## config.mk

```make
export PLATFORM = sky130hd
export DESIGN_NAME = sevga_snoop_fifo
export DESIGN_NICKNAME = d
export VERILOG_FILES = /design/src/rtl/sevga_snoop_fifo.sv
export SDC_FILE = /design/constraint.sdc
export NUM_CORES = 1
export LEC_CHECK = 0
export ABC_AREA = 1
export BUFFER_PORTS_ARGS = -buffer_cell sky130_fd_sc_hd__buf_2
export CAP_MARGIN = 20
export CORE_UTILIZATION = 50
export CTS_BUF_LIST = sky130_fd_sc_hd__clkbuf_4 sky130_fd_sc_hd__clkbuf_8 sky130_fd_sc_hd__clkbuf_16
export DETAILED_ROUTE_END_ITERATION = 12
export GPL_TIMING_DRIVEN = 0
export PLACE_DENSITY = 0.69
export RECOVER_POWER = 100
export SETUP_SLACK_MARGIN = 0.15
export SLEW_MARGIN = 20
export SYNTH_ARGS = -nofsm -noshare
export SYNTH_HDL_FRONTEND = slang
export SYNTH_SLANG_ARGS = --single-unit
```

## constraint.sdc

```tcl
create_clock -name pixClk -period 3.4 [get_ports pixClk]
set_input_delay 0.68 -clock pixClk [delete_from_list [all_inputs] [get_ports pixClk]]
set_output_delay 0.68 -clock pixClk [all_outputs]
set_load 0.02 [all_outputs]
```

## src/rtl/sevga_snoop_fifo.sv

```systemverilog
// Write-posting FIFO between the 68000 framebuffer-write decoder and the VRAM port.
// CPU writes are captured via synchronised strobes and drained one byte per free VRAM slot.
module sevga_snoop_fifo #(
    parameter int DEPTH = 4,
    parameter int AW    = 15
) (
    input  logic                     pixClk,
    input  logic                     nReset,
    input  logic                     cpuHit,
    input  logic                     cpuBufSel,
    input  logic [13:0]              cpuWordAddr,
    input  logic [15:0]              cpuData,
    input  logic                     ncpuAS,
    input  logic                     ncpuUDS,
    input  logic                     ncpuLDS,
    input  logic                     readSlot,
    output logic [AW-1:0]            wrAddr,
    output logic [7:0]               wrData,
    output logic                     nwrWE,
    output logic                     nwrCE0,
    output logic                     nwrCE1,
    output logic [$clog2(DEPTH):0]   fifoCount,
    output logic                     overflow
);

    localparam int PW = $clog2(DEPTH);
    localparam int CW = PW + 1;

    typedef struct packed {
        logic        bufSel;
        logic [13:0] wordAddr;
        logic [15:0] data;
        logic        ude;
        logic        lde;
    } entryT;

    typedef enum logic { C_IDLE, C_WAIT_END } capStateT;
    typedef enum logic [1:0] { D_IDLE, D_HI, D_LO, D_HOLD } drainStateT;

    // Two-flop synchronisers; strobes idle high, hit idles low.
    logic [1:0] asSync, udsSync, ldsSync, hitSync;
    logic       syncAS, syncUDS, syncLDS, syncHit;

    always_ff @(negedge pixClk or negedge nReset) begin
        if (!nReset) begin
            asSync  <= 2'b11;
            udsSync <= 2'b11;
            ldsSync <= 2'b11;
            hitSync <= 2'b00;
        end else begin
            asSync  <= {asSync[0], ncpuAS};
            udsSync <= {udsSync[0], ncpuUDS};
            ldsSync <= {ldsSync[0], ncpuLDS};
            hitSync <= {hitSync[0], cpuHit};
        end
    end

    assign syncAS  = asSync[1];
    assign syncUDS = udsSync[1];
    assign syncLDS = ldsSync[1];
    assign syncHit = hitSync[1];

    // Capture FSM: one request per bus cycle, re-armed only once AS returns high.
    capStateT cState, cNext;
    logic     capReq;

    always_ff @(negedge pixClk or negedge nReset) begin
        if (!nReset) cState <= C_IDLE;
        else         cState <= cNext;
    end

    always_comb begin
        cNext  = cState;
        capReq = 1'b0;
        case (cState)
            C_IDLE: begin
                if (!syncAS && syncHit && (!syncUDS || !syncLDS)) begin
                    capReq = 1'b1;
                    cNext  = C_WAIT_END;
                end
            end
            C_WAIT_END: begin
                if (syncAS) cNext = C_IDLE;
            end
            default: cNext = C_IDLE;
        endcase
    end

    // FIFO storage and pointers; pointers wrap naturally since DEPTH is a power of two.
    entryT           mem [DEPTH];
    logic [PW-1:0]   wrPtr, rdPtr;
    logic [CW-1:0]   count;
    logic            full, push, pop;
    entryT           newEntry, head;
    logic [AW-1:0]   headAddr;

    assign full      = (count == CW'(DEPTH));
    assign push      = capReq && (!full || pop);
    assign head      = mem[rdPtr];
    assign headAddr  = AW'({head.bufSel, head.wordAddr});
    assign fifoCount = count;

    always_comb begin
        newEntry.bufSel   = cpuBufSel;
        newEntry.wordAddr = cpuWordAddr;
        newEntry.data     = cpuData;
        newEntry.ude      = ~syncUDS;
        newEntry.lde      = ~syncLDS;
    end

    always_ff @(negedge pixClk) begin
        if (push) mem[wrPtr] <= newEntry;
    end

    always_ff @(negedge pixClk or negedge nReset) begin
        if (!nReset) begin
            wrPtr    <= '0;
            rdPtr    <= '0;
            count    <= '0;
            overflow <= 1'b0;
        end else begin
            if (push) wrPtr <= wrPtr + 1'b1;
            if (pop)  rdPtr <= rdPtr + 1'b1;
            case ({push, pop})
                2'b10:   count <= count + 1'b1;
                2'b01:   count <= count - 1'b1;
                default: ;
            endcase
            if (capReq && full && !pop) overflow <= 1'b1;
        end
    end

    // Drain FSM: entry into a write state only on an edge where readSlot was low,
    // so a strobe never lands in a fetch-owned cycle.
    drainStateT dState, dNext;

    always_comb begin
        dNext = dState;
        pop   = 1'b0;
        case (dState)
            D_IDLE: begin
                if (count != '0 && !readSlot) dNext = head.ude ? D_HI : D_LO;
            end
            D_HI: begin
                if (head.lde) begin
                    dNext = readSlot ? D_HOLD : D_LO;
                end else begin
                    pop   = 1'b1;
                    dNext = D_IDLE;
                end
            end
            D_HOLD: begin
                if (!readSlot) dNext = D_LO;
            end
            D_LO: begin
                pop   = 1'b1;
                dNext = D_IDLE;
            end
            default: dNext = D_IDLE;
        endcase
    end

    // Outputs are registered from the next state so they line up with the state register.
    always_ff @(negedge pixClk or negedge nReset) begin
        if (!nReset) begin
            dState <= D_IDLE;
            nwrWE  <= 1'b1;
            nwrCE0 <= 1'b1;
            nwrCE1 <= 1'b1;
            wrAddr <= '0;
            wrData <= '0;
        end else begin
            dState <= dNext;
            nwrWE  <= 1'b1;
            nwrCE0 <= 1'b1;
            nwrCE1 <= 1'b1;
            case (dNext)
                D_HI: begin
                    nwrWE  <= 1'b0;
                    nwrCE0 <= 1'b0;
                    wrAddr <= headAddr;
                    wrData <= head.data[15:8];
                end
                D_LO: begin
                    nwrWE  <= 1'b0;
                    nwrCE1 <= 1'b0;
                    wrAddr <= headAddr;
                    wrData <= head.data[7:0];
                end
                D_HOLD: wrAddr <= headAddr;
                default: ;
            endcase
        end
    end

endmodule

```

==> reports/qor.txt <==
Synth top area share: 57.80%
status: finished with violations
Pwr Density: 1023 nW/µm²
number of endpoints failing setup at the final stage: 24
setup repair after global routing missed its margin: yes
worst slew pin tran: 1.460 ns
Max Cap Viol: 0
#FFs+latches synth: 177
die extent in y: 119.1 µm
First-pass DRT Iterations: 5
Inserted Clock Buffers: 17
DR WL/cell: 17.72 µm
area leader, netlist: edfxtp_1
H-tree Lvls: 4
Num Clock Sinks: 177
drt drc: 0
final worst slack: -0.09527 ns
Worst Hold Class: flop to flop
Synth area leaders: edfxtp_1 (58%), dfrtn_1 (13%), nor2_1 (6.3%)
crit path launch type: input port
crit-path max FO: 8
initial antenna violation count: 0
Clk Latency, worst-skew pair: 0.48 ns
Hold Vio Cnt, Final: 0
antenna cell count: 0
Slew Limit Fails: 0
total grt overflow: 0
Cell Count, Final, Fillers Out: 985
Via density: 5.373
Crit path required time: 1.95 ns
Arrival @ worst endpoint: 2.05 ns
nets: 846
core area: 13300 µm²
total power: 9.514 mW
failing checks: setup timing
critical path type: input port to flop
DPL Wire Length: 9752 µm
row count: 42
Root Buffer: clkbuf_16
sequential area share after synthesis: 74.38%
IO Count: 68
Netlist cell types: 31
CTS Hold Bufs: 0
Placed Instances: 778
initial core utilization: 51.58%
via count: 5292
sequential fraction of design power: 30.8%
drt first-iter violations: 363
Final ANT Viol Nets: 0
Synth Instances: 531
Critical Path Sink Type: flop
WL final: 17450 µm
GRT Total Usage: 25.27%
number of global-route vias before repair: 5334
clk buf depth: 2
Layout Skew: 0.07382 ns
Gate power share: 42.7%
P&R area growth vs syn: 35.67%
Sw Ratio: 39.97%
slew margin rel.: 2.319%
CTS tree: done
switching pwr: 3.803 mW
Syn Area/Cell: 12.91 µm²
Yosys warning total: 0
Reg clk slew, reported paths: 0.05 ns
Pint: 5.712 mW
layout cell share with drive strength beyond 1: 20.40%
Die X: 119.1 µm
Die ar.: 14190 µm²
first-pass GRT wire length: 26570 µm
hold_ws: 0.3030 ns
Synth Net Count: 581
global placer's final weighted congestion: 0.7649
clock group share of total power: 26.5%
Port Buffers: 67
Worst VDD drop: 0.0006340 V
synthesized area: 6858 µm²
Leak Pwr: 4.017 nW
largest net degree at the start of global routing: 46
## Yosys cell counts (all sizes together)
cell type	instances
a31oi	16
nand4	2
a31o	1
dfstp	9
dfrtn	36
clkbuf	17
nor2	118
fa	1
o22ai	2
nand3	16
o21ai	71
xor2	3
o221ai	15
clkinv	1
inv	31
nand2	37
o211ai	1
edfxtp	132
a21oi	2
ha	11
buf	9
## power by group through the flow
stage	Sequential [mW]	Clock [mW]	Combinational (mW)
after detailed placement	2.90	0.248	2.86
after global placement	2.90	0.248	2.73
after floorplan	3.10	0.248	1.72
final	2.93	2.52	4.06
after CTS	2.92	2.53	3.68
after global routing	2.95	2.74	4.35
## routing by layer
metal / global-route usage [%] / vias to the layer above / part of all wire [%] / routed length (µm)
met2: 42.48 / 235 / 52 / 9092
met3: 6.034 / 42 / 6.7 / 1168
met5: 0 / - / 0 / 0
met1: 30.64 / 2604 / 39 / 6770
met4: 12.18 / 0 / 2.4 / 422
li1: - / 2411 / - / -
## layout make-up
type                    instances  area, µm²
inverters                      31      143.9
fillers                       894       3991
plain buffers                  26      198.9
multi-input cells             296       1708
repair buffers                106      850.8
clock buffers                  17      425.4
clock inverters               156      655.6
flip-flops and latches        177       5101
well taps                     176      220.2
## state kept, by name, indices dropped and copies added (netlist names), 3 cells and up
register	flops
mem	132
wrAddr	15
wrData	8
fifoCount	3
## through the flow
step	setup WS [ns]	TNS (ns)	util [%]	cell area, µm²
2_1_floorplan	-0.1914	-3.685	-	6962
3_3_place_gp	-0.9556	-135.19	56.54	7517
3_5_place_dp	-0.5805	-12.04	57.54	7650
4_1_cts	-0.06353	-0.7567	69.49	9239
5_1_grt	-0.1518	-6.250	69.98	9304
6_report	-0.09527	-0.9952	69.98	9304
## cell usage in the layout, fill, tap and decap left out, drive strengths merged
master and count:
inv 177, edfxtp 132, nor2 118, buf 80
o21ai 71, clkbuf 69, nand2 37, dfrtn 36
nand3 16, a31oi 16, o221ai 15, ha 11
dfstp 9, clkinv 8, xor2 3, o22ai 2
a21oi 2, nand4 2, o211ai 1, a31o 1
fa 1, clkinvlp 1, bufinv 1
## logic make-up (layout without fill, tap and decap cells)
kind of cell / count (synthesis) / count (layout) / synth area share [%]
compound gates: 108 / 108 / 9.177
xor+xnor: 3 / 3 / 0.3832
fa+ha+maj: 12 / 12 / 2.299
flops: 177 / 177 / 74.38
buf+inv: 58 / 336 / 3.412
simple gates: 173 / 173 / 10.34
## critical path: stages
cell and delay (ns):
buf_8 0.10, a31oi_4 0.19, nand2_2 0.11, o21ai_2 0.06, nand2_1 0.07, nand2_2 0.09, inv_2 0.06, ha_4 0.17
clkbuf_16 0.16, clkinv_8 0.07, o221ai_2 0.09, nand3_1 0.12, nand2_1 0.06
## final timing paths
kind,from,endpoint,slack [ns],cells past startpoint
setup / recovery,readSlot,wrData[7]$_DFFE_NN0N_,-0.1,13
hold / removal,hitSync[0]$_DFF_NN0_,hitSync[1]$_DFF_NN0_,0.30,0
setup reg to reg,rdPtr[1]$_DFFE_NN0P_,mem[3][32]$_DFFE_NP_,0.08,11
hold reg to reg,hitSync[0]$_DFF_NN0_,hitSync[1]$_DFF_NN0_,0.30,0
max in group asynchronous,nReset,fifoCount[2]$_DFFE_NN0P_,0.50,1
min in group asynchronous,nReset,dState[0]$_DFF_NN0_,2.12,1
## repair_timing
action,4_1_cts,5_1_grt
gates cloned,4,0
resized for setup,88,35
setup endpoints to repair,53,54
pin swaps,24,5
setup buffers,19,12
Power figures use the tool's default switching activity.
